$ cat config.mk
export PLATFORM = sky130hd
export DESIGN_NAME = vpu_pixel_stream_out
export DESIGN_NICKNAME = d
export VERILOG_FILES = /design/src/rtl/vpu_pixel_stream_out.sv
export SDC_FILE = /design/constraint.sdc
export NUM_CORES = 1
export LEC_CHECK = 0
export ABC_AREA = 0
export CORE_ASPECT_RATIO = 1.2
export CORE_MARGIN = 3
export CORE_UTILIZATION = 55
export CTS_CLUSTER_DIAMETER = 100
export CTS_CLUSTER_SIZE = 12
export DETAILED_ROUTE_END_ITERATION = 6
export PLACE_DENSITY = 0.76
export SLEW_MARGIN = 40
export SYNTH_ARGS = -nofsm -noshare
export SYNTH_HDL_FRONTEND = slang
export SYNTH_SLANG_ARGS = --single-unit
$ cat constraint.sdc
create_clock -name clk -period 4 [get_ports clk]
set_clock_uncertainty 0.2 [all_clocks]
set_input_delay 0.4 -clock clk [delete_from_list [all_inputs] [get_ports clk]]
set_output_delay 0.4 -clock clk [all_outputs]
set_load 0.005 [all_outputs]
$ cat src/rtl/vpu_pixel_stream_out.sv
// Pixel stream output stage: buffers merged ARGB8888 pixels, drops alpha, formats them,
// tags frame/line boundaries and presents them on a ready/valid scan-out interface.
module vpu_pixel_stream_out #(
  parameter int unsigned LINE_W     = 320,
  parameter int unsigned FRAME_H    = 240,
  parameter int unsigned FIFO_DEPTH = 16,
  parameter int unsigned OUT_FMT    = 0
) (
  input  logic                            clk,
  input  logic                            rst,
  input  logic                            pix_valid,
  input  logic [31:0]                     pix_color,
  input  logic                            pix_sof,
  output logic                            out_valid,
  input  logic                            out_ready,
  output logic [23:0]                     out_data,
  output logic                            out_sof,
  output logic                            out_eol,
  output logic                            frame_done,
  input  logic                            clr_status,
  output logic                            overflow,
  output logic                            sync_err,
  output logic [$clog2(FIFO_DEPTH):0]     fifo_level
);

  localparam int unsigned AW = $clog2(FIFO_DEPTH);
  localparam int unsigned LW = AW + 1;
  localparam int unsigned XW = $clog2(LINE_W);
  localparam int unsigned YW = $clog2(FRAME_H);
  localparam logic [XW-1:0] X_LAST = XW'(LINE_W - 1);
  localparam logic [YW-1:0] Y_LAST = YW'(FRAME_H - 1);
  localparam logic [LW-1:0] LVL_FULL = LW'(FIFO_DEPTH);

  // One buffered pixel: last marks the final pixel of a frame (drives frame_done).
  typedef struct packed {
    logic        last;
    logic        sof;
    logic        eol;
    logic [23:0] data;
  } entry_t;

  entry_t          mem [FIFO_DEPTH];
  logic [AW-1:0]   wr_ptr;
  logic [AW-1:0]   rd_ptr;
  logic [LW-1:0]   level;
  logic [XW-1:0]   wx;
  logic [YW-1:0]   wy;
  logic            out_last;

  logic            pop_c;
  logic            full_c;
  logic            push_c;
  logic            drop_c;
  logic            at_origin_c;
  logic            resync_c;
  logic            load_c;
  logic [LW-1:0]   avail_c;
  logic [AW-1:0]   head_c;
  logic [XW-1:0]   wx_nxt_c;
  logic [YW-1:0]   wy_nxt_c;
  entry_t          entry_c;

  // Alpha is discarded; RGB565 truncates each channel without rounding.
  function automatic logic [23:0] fmt_pix(input logic [31:0] c);
    if (OUT_FMT == 1) return {8'h00, c[23:19], c[15:10], c[7:3]};
    else              return c[23:0];
  endfunction

  assign fifo_level = level;

  // Handshake decode: a pop frees a slot for a same-cycle push even when full.
  always_comb begin
    pop_c       = out_valid & out_ready;
    full_c      = (level == LVL_FULL);
    push_c      = pix_valid & (~full_c | pop_c);
    drop_c      = pix_valid & full_c & ~pop_c;
    at_origin_c = (wx == '0) && (wy == '0);
    resync_c    = push_c & pix_sof & ~at_origin_c;
    load_c      = ~out_valid | pop_c;
    avail_c     = level - LW'(pop_c);
    head_c      = rd_ptr + AW'(pop_c);
  end

  // Build the FIFO entry and the next write position (dropped pixels still advance).
  always_comb begin
    entry_c.data = fmt_pix(pix_color);
    entry_c.sof  = at_origin_c;
    entry_c.eol  = (wx == X_LAST);
    entry_c.last = (wx == X_LAST) && (wy == Y_LAST);
    wx_nxt_c     = wx;
    wy_nxt_c     = wy;
    if (resync_c) begin
      entry_c.sof  = 1'b1;
      entry_c.eol  = 1'b0;
      entry_c.last = 1'b0;
      wx_nxt_c     = XW'(1);
      wy_nxt_c     = '0;
    end else if (pix_valid) begin
      if (wx == X_LAST) begin
        wx_nxt_c = '0;
        wy_nxt_c = (wy == Y_LAST) ? '0 : wy + YW'(1);
      end else begin
        wx_nxt_c = wx + XW'(1);
      end
    end
  end

  // FIFO storage write; contents need no reset since level gates every read.
  always_ff @(posedge clk) begin
    if (push_c) mem[wr_ptr] <= entry_c;
  end

  // Write position, pointers and occupancy.
  always_ff @(posedge clk or posedge rst) begin
    if (rst) begin
      wx     <= '0;
      wy     <= '0;
      wr_ptr <= '0;
      rd_ptr <= '0;
      level  <= '0;
    end else begin
      wx    <= wx_nxt_c;
      wy    <= wy_nxt_c;
      level <= level + LW'(push_c) - LW'(pop_c);
      if (push_c) wr_ptr <= wr_ptr + AW'(1);
      if (pop_c)  rd_ptr <= rd_ptr + AW'(1);
    end
  end

  // Registered head view: reloads when empty or on pop, holds while stalled.
  always_ff @(posedge clk or posedge rst) begin
    if (rst) begin
      out_valid  <= 1'b0;
      out_data   <= '0;
      out_sof    <= 1'b0;
      out_eol    <= 1'b0;
      out_last   <= 1'b0;
      frame_done <= 1'b0;
    end else begin
      if (load_c) begin
        out_valid <= (avail_c != '0);
        if (avail_c != '0) begin
          out_data <= mem[head_c].data;
          out_sof  <= mem[head_c].sof;
          out_eol  <= mem[head_c].eol;
          out_last <= mem[head_c].last;
        end
      end
      frame_done <= pop_c & out_last;
    end
  end

  // Sticky status; a set event wins over a coincident clear.
  always_ff @(posedge clk or posedge rst) begin
    if (rst) begin
      overflow <= 1'b0;
      sync_err <= 1'b0;
    end else begin
      if (drop_c)          overflow <= 1'b1;
      else if (clr_status) overflow <= 1'b0;
      if (resync_c)        sync_err <= 1'b1;
      else if (clr_status) sync_err <= 1'b0;
    end
  end

endmodule
==> impl_metrics.ini, run 1 <==
[logic_synthesis]
yosysWarnings = 0
seq_area_frac_synth = 0.740
netlist_area_sq_um = 19600
synth.distinct_cells = 52
synth_top_flop_cell = edfxtp_1
synth-edff-count = 432
post-synth-top-area-cell = edfxtp_1
async_flop_share = 0.124
netlist_instances = 977
synth.area.top_cells = edfxtp_1 66%, mux4_2 12%, dfrtp_1 7.8%
synth_top_area_frac = 0.662
synth_seq_cells = 493
syn_nets = 1036
avgSynthCellArea_sq_um = 20.1

[layout]
multiInputGateArea_sq_um = 4610
register_area_sq_um = 14500
antenna_cells = 0
finish.utilization = 0.641
layout-drive-gt1-share = 0.225
fillCellCount = 2324
nNetsFinal = 1146
layout_common_cells = 432 x edfxtp_1, 108 x mux4_2, 64 x clkdlybuf4s50_1
final_common_cell = edfxtp_1
area_growth_pct = 14.7

[clock_tree]
cts_resized = 0
clkSlewWorstSetupHoldPaths_ns = 0.06
cts_hold_buf = 0
clock_latency_ns = 0.54
cts_root_buffer = clkbuf_16
h-tree-depth = 2
cts_made_buffers = 47
clk_path_buf_depth = 3
cts_num_sinks = 493
tritoncts = yes
postCtsSetupRepairBufs = 0

[setup_path]
worst_path_max_delay_cell = dfrtp_1
arrival_ns = 3.19
critPathKind = register to register
cp.depth = 10
critPathTopFamily = multiplexers
crit_chain = nand2_1, inv_1, ha_4, ha_4, buf_12, mux4_2, inv_1, o22ai_1, a221o_1, mux2_4
rr_worst_depth = 10
worst-path-buf-inv = 3
path_max_fanout = 63
cp_data_required_time_ns = 4.22
cp-start-kind = register
end_kind = register
max_stage_delay_ns = 0.40

[grt]
grtUsageTotal = 0.220
grt_pass1_vias = 10200
grt_max_degree = 64
overflow = 0
grt_pass1_wl_microns = 62100
grt_antenna_before_repair = 1

[drt]
finalWirelength_microns = 40300
wire_per_inst_microns = 25.4
via_per_inst = 6.12
ant_nets = 0
firstDrtPassIters = 7
dr.first_iter.drc_count = 1002
drc_errors = 0
vias = 9713

[floorplan]
die_w_microns = 178
initial_core_util = 0.558
die-area_sq_um = 37900
io-pin-count = 73
rows = 75
die_y_microns = 213
coreArea_sq_um = 35100

[power_and_ir_drop]
power.density_nw_per_um2 = 735
total_power_mw = 16.5
p_leak_nw = 7.70
vdd_drop_max_v = 0.000397

[sta]
slew_viol_final = 0
relSlewSlack = 0.522
layout_worst_path_cycle_share = 0.743
max_freq_ghz = 0.336
worst_pin_slew_ns = 0.716
rsz0062_at_grt = no
hold_viol_final = 0
fin_crit_ns = 2.97
setup_violations = 0
fin_tns_setup_ns = 0

[placed_design]
routabilityCongestion = 0.777
portBuffers = 64
post-dp-hpwl_microns = 21800

[flow_run]
cap_viol_max_count = 0

[worst_hold_path]
worst_hold_path_type = input pin to async pin

[status]
outcome = finished, final reports clean
[cell usage after synthesis, types with 3 or more instances]
cell and instances:
dfrtp_1 61, edfxtp_1 432, nand3_1 6, clkinv_1 7, xor2_1 7, nand2_1 21, buf_6 12, nor2_1 13
mux2_2 9, o22ai_1 27, mux2_4 19, nor4_1 3, nand4_1 8, nor3_1 16, clkbuf_1 12, o21ai_0 6
buf_4 7, mux4_2 108, inv_1 64, ha_1 20, and3_1 12, xnor2_1 12, a221o_1 26, and2_1 9
a21oi_1 8, nor3b_1 8, buf_2 11, nand2b_1 3
[layer usage]
layer / up-vias / routed length (microns) / track usage
met1: 5059 / 15700 / 0.301
met5: - / 11 / 0
met3: 74 / 2930 / 0.0432
li1: 4166 / - / -
met4: 2 / 1080 / 0.0769
met2: 412 / 20600 / 0.361
[power breakdown]
group,switching [mW],internal [mW]
clock,1.78,2.29
combinational,2.82,3.01
sequential,0.331,6.29
total,4.93,11.6
[flip-flops by register name (all words and copies together) (netlist names)]
register / flops
fifo_level: 5
frame_done: 1
mem: 432
out_data: 24
out_eol: 1
out_last: 1
out_sof: 1
out_valid: 1
overflow: 1
rd_ptr: 4
sync_err: 1
wr_ptr: 4
wx: 9
wy: 8
[worst paths after layout]
kind	start	end	slack [ns]
setup / recovery	out_valid	out_data[10]	1.03
hold / removal	rst	fifo_level[4]	0.1
setup reg to reg	out_valid	out_data[10]	1.03
hold reg to reg	sync_err	sync_err	0.28
max in group asynchronous	rst	out_data[17]	2.71
min in group clk	clr_status	sync_err	0.25
[logic make-up after synthesis]
group,after synthesis,share of synthesized area
adders and majority gates,21,0.0138
xor gates and xnor gates,19,0.00849
and+or+nand+nor,111,0.0311
muxes,137,0.144
DFF,493,0.740
buffers and inverters,114,0.0285
AOI/OAI and AO/OA,82,0.0340
[layout make-up]
type | count | share of cell area
Clock buffer | 86 | 0.0607
Clock inverter | 1 | 0.000501
Inverter | 71 | 0.0119
Multi-Input combinational cell | 370 | 0.205
Sequential cell | 493 | 0.645
Tap cell | 462 | 0.0257
Timing Repair Buffer | 104 | 0.0513
[per-stage QoR]
step | hold slack, ns | cells | instance area [sq um] | setup slack [ns]
global route | 0.159 | 1587 | 22500 | 0.881
finish | 0.0988 | 1587 | 22500 | 1.03
CTS | 0.102 | 1587 | 22500 | 0.999
detailed placement | 0.268 | 1500 | 21100 | 0.607
global placement | 0.261 | 1500 | 21100 | 0.597
floorplan | 0.275 | 977 | 19600 | 0.0159
Power figures use the tool's default switching activity.
==> run 2, diff against run 1 <==
Settings changed: PLACE_DENSITY 0.76 to 0.73.
Clock period 4 ns to 3.1 ns, I/O delays scaled along.
==> run 2 against run 1 <==
  * Sequential power rose by 29%
  * Combinational power grew 38%
  * Design area up 2.1%
  * Total power grew 31%
==> impl_metrics.ini, run 2 (synthesized netlist as in run 1, its figures left out) <==
[drt]
finalWirelength_microns = 40600
via_per_inst = 6.01
firstDrtPassIters = 5
drc_errors = 0
dr.first_iter.drc_count = 800
wire_per_inst_microns = 25.1
ant_nets = 0
vias = 9735

[flow_run]
cap_viol_max_count = 0

[status]
outcome = finished, final reports clean

[sta]
layout_worst_path_cycle_share = 0.914
fin_crit_ns = 2.83
worst_pin_slew_ns = 0.638
slew_viol_final = 0
hold_viol_final = 0
relSlewSlack = 0.574
rsz0062_at_grt = no
setup_violations = 0
max_freq_ghz = 0.353

[placed_design]
routabilityCongestion = 0.775
portBuffers = 64
placed_cells = 1535
post-dp-hpwl_microns = 23700

[clock_tree]
clkSlewWorstSetupHoldPaths_ns = 0.06
clk_path_buf_depth = 3
tritoncts = yes
cts_resized = 0
cts_root_buffer = clkbuf_16
cts_num_sinks = 493
h-tree-depth = 2
cts_hold_buf = 1
clock_latency_ns = 0.56
cts_made_buffers = 47
postCtsSetupRepairBufs = 0

[layout]
layout-drive-gt1-share = 0.248
instances_no_fill = 1619
antenna_cells = 0
reg_top3 = mem (432), out_data (24), wx (9)
nNetsFinal = 1182
area_growth_pct = 17.1
largest_reg_flops = 432
largest_register = mem
fillCellCount = 2311
multiInputGateArea_sq_um = 4610
register_area_sq_um = 14500
layout_common_cells = 432 x edfxtp_1, 108 x mux4_2, 64 x clkdlybuf4s50_1
final_common_cell = edfxtp_1

[worst_hold_path]
worst_hold_path_type = input pin to register

[power_and_ir_drop]
p_leak_nw = 7.93
vdd_drop_max_v = 0.000579
total_power_mw = 21.7
power.density_nw_per_um2 = 945

[grt]
grt_pass1_wl_microns = 62000
grt_max_degree = 39
grt_pass1_vias = 10300
grt_antenna_before_repair = 0
overflow = 0
grtUsageTotal = 0.221

[floorplan]
coreArea_sq_um = 35100
die-area_sq_um = 37900
io-pin-count = 73
die_w_microns = 178
rows = 75
die_y_microns = 213
initial_core_util = 0.558

[setup_path]
cp-start-kind = register
end_kind = register
cp_data_required_time_ns = 3.32
arrival_ns = 3.05
critPathKind = register to register
path_max_fanout = 16
[run 2: cell type report]
| cell class | count | area share |
|---|---|---|
| inverter | 71 | 0.0116 |
| timing repair buffer | 140 | 0.0730 |
| multi-input combinational | 370 | 0.201 |
| clock buffer | 81 | 0.0568 |
| sequential | 493 | 0.632 |
| clock inverter | 2 | 0.000872 |
| tap | 462 | 0.0252 |
[run 2: stage by stage]
stage	TNS [ns]	hold slack, ns	setup WS [ns]	instance area (sq um)	utilization
detailed placement	-0.961	0.278	-0.0635	21600	0.616
global placement	-0.786	0.261	-0.0511	21600	0.616
CTS	0	0.176	0.234	23000	0.654
global route	0	0.190	0.159	23000	0.654
finish	0	0.190	0.267	23000	0.654
floorplan	-91.56	0.209	-0.852	19600	-
[run 2: final timing paths]
| path | depth (start not counted) | to | slack, ns | start |
|---|---|---|---|---|
| hold reg to reg | 1 | sync_err | 0.29 | sync_err |
| setup reg to reg | 10 | out_sof | 0.27 | out_valid |
| min in group asynchronous | 3 | out_valid | 0.48 | rst |
| setup / recovery | 10 | out_sof | 0.27 | out_valid |
| hold / removal | 3 | sync_err | 0.19 | clr_status |
| max in group asynchronous | 4 | out_data[4] | 1.42 | rst |
[run 2: power breakdown]
part           leakage (nW)  internal, mW  total (mW)  switching, mW
Sequential             4.68          8.11        8.51          0.401
Combinational          2.62          4.33        8.06           3.73
Clock                 0.630          2.84        5.12           2.28
[run 2: metal layers]
metal	global-route usage	share of wire
met5	0	0
met1	0.287	0.37
met2	0.382	0.53
met3	0.0416	0.075
met4	0.0702	0.027
[run 2: worst max-delay path, cell delays in order (launching register included)]
cell	delay, ns
dfrtp_1	0.40
nand2_1	0.09
inv_1	0.08
ha_4	0.34
buf_4	0.16
buf_12	0.19
mux4_2	0.55
inv_1	0.08
o22ai_1	0.08
a221o_1	0.27
mux2_4	0.26
==> run 3, diff against run 2 <==
Settings changed: CORE_MARGIN 3 to not set, CTS_BUF_LIST set to sky130_fd_sc_hd__clkbuf_2, SLEW_MARGIN 40 to not set.
==> run 3 against run 2 <==
  * Total power shrank 11%
  * Count of clock-buffer cells in the layout grew 3
  * Design area shrank 3.2%
  * Largest cell class unchanged
  * Highest routed layer unchanged
==> impl_metrics.ini, run 3 (synthesized netlist as in run 1, its figures left out) <==
[drt]
wire_per_inst_microns = 23.7
dr.first_iter.drc_count = 845
drc_errors = 0
via_per_inst = 5.93
vias = 9773
firstDrtPassIters = 5
ant_nets = 0
finalWirelength_microns = 39000

[floorplan]
die_w_microns = 174
die-area_sq_um = 36400
io-pin-count = 73
coreArea_sq_um = 35000
die_y_microns = 209
initial_core_util = 0.560
rows = 75

[grt]
grt_pass1_vias = 10000
grt_pass1_wl_microns = 59700
grtUsageTotal = 0.222
grt_max_degree = 29
overflow = 0
grt_antenna_before_repair = 1

[layout]
fillCellCount = 2404
largest_register = mem
layout-drive-gt1-share = 0.275
nNetsFinal = 1207
largest_reg_flops = 432
layout_common_cells = 432 x edfxtp_1, 108 x mux4_2, 84 x clkbuf_2
area_growth_pct = 13.4
final_common_cell = edfxtp_1
final_cell_area_sq_um = 22200
reg_top3 = mem (432), out_data (24), wx (9)

[placed_design]
post-dp-hpwl_microns = 23500
routabilityCongestion = 0.802
placed_cell_area_sq_um = 21500
portBuffers = 64

[clock_tree]
postCtsSetupRepairBufs = 0
h-tree-depth = 2
clkSlewWorstSetupHoldPaths_ns = 0.23
clock_latency_ns = 0.96
cts_root_buffer = clkbuf_2
cts_made_buffers = 47
cts_num_sinks = 493
clk_path_buf_depth = 3
tritoncts = yes

[worst_hold_path]
min_from = pix_color[22]
whs_path_depth = 1
min_to = mem[13][22]
worst_hold_path_type = input pin to register

[sta]
setup_violations = 0
rsz0062_at_grt = no
holdWs_ns = 0.0864
layout_worst_path_cycle_share = 0.914
fin_tns_setup_ns = 0
max_freq_ghz = 0.353
fin_crit_ns = 2.83
worst_pin_slew_ns = 0.935
hold_viol_final = 0
slew_viol_final = 0
relSlewSlack = 0.375

[setup_path]
crit_chain = inv_1, ha_1, a41oi_2, inv_1, ha_1, inv_1, ha_1, fa_1, a21oi_1, nor2_1, nor2_1, xnor2_1
end_kind = register
r2r_slack_ns = 0.27
critPathKind = register to register
arrival_ns = 3.51
r2r_end = fifo_level[4]
max_stage_delay_ns = 0.47
rr_worst_depth = 12
timing.rr.start = fifo_level[2]
cp_data_required_time_ns = 3.78
worst_path_max_delay_cell = dfrtp_1
cp-start-kind = register
path_max_fanout = 5

[flow_run]
cap_viol_max_count = 0

[power_and_ir_drop]
total_power_mw = 19.3
power.density_nw_per_um2 = 869
vdd_drop_max_v = 0.000485
p_leak_nw = 7.75

[status]
outcome = finished, final reports clean
[run 3: area by class of cell]
type | count | area [sq um] | share of cell area
clock buffers | 84 | 420 | 0.0189
repair buffers | 165 | 1800 | 0.0809
diodes | 1 | 2.50 | 0.000113
flip-flops and latches | 493 | 14500 | 0.653
clock inverters | 3 | 45.0 | 0.00203
inverters | 71 | 267 | 0.0120
well taps | 462 | 578 | 0.0260
multi-input cells | 370 | 4610 | 0.207
[run 3: critical path, delay by kind of cell, from the launching register on]
family,cells,cell delay [ns]
compound gates,2,0.38
buf+inv,3,0.27
xor+xnor,1,0.13
simple gates,2,0.19
fa+ha+maj,4,1.15
flops,1,0.47
[run 3: per-layer routing]
| layer | part of all wire | GRT usage | vias up | wire length [microns] |
|---|---|---|---|---|
| met5 | 0 | 0 | - | 0 |
| met4 | 0.022 | 0.0650 | 0 | 848 |
| met3 | 0.048 | 0.0331 | 61 | 1870 |
| met2 | 0.51 | 0.377 | 278 | 20000 |
| met1 | 0.42 | 0.300 | 5135 | 16300 |
| li1 | - | - | 4299 | - |
[run 3: how the worst max path moves through the flow]
stage / from / end / slack, ns / depth (start not counted)
floorplan: fifo_level[2] / mem[4][0] / -0.85 / 5
global placement: out_ready / out_data[3] / -0.04 / 11
detailed placement: out_ready / out_data[22] / -0.04 / 9
CTS: out_valid / out_data[6] / 0.23 / 10
global route: fifo_level[2] / fifo_level[4] / 0.08 / 12
finish: fifo_level[2] / fifo_level[4] / 0.27 / 12
[run 3: what timing repair did]
| item | in CTS | in global routing |
|---|---|---|
| endpoints found under the hold margin | 294 | 0 |
| hold buffers | 24 | 0 |
| gates resized for setup | 0 | 0 |
[run 3: per-stage QoR]
stage | instances | setup WS (ns) | util
2_1_floorplan | 977 | -0.852 | -
3_3_place_gp | 1537 | -0.0378 | 0.615
3_5_place_dp | 1537 | -0.0374 | 0.615
4_1_cts | 1648 | 0.226 | 0.635
5_1_grt | 1649 | 0.0806 | 0.635
6_report | 1649 | 0.267 | 0.635
[run 3: where the power goes]
group	switching [mW]	total [mW]	leakage (nW)	internal, mW
Sequential	0.400	8.49	4.68	8.09
Clock	2.01	2.79	0.373	0.778
Combinational	3.69	8.03	2.70	4.34
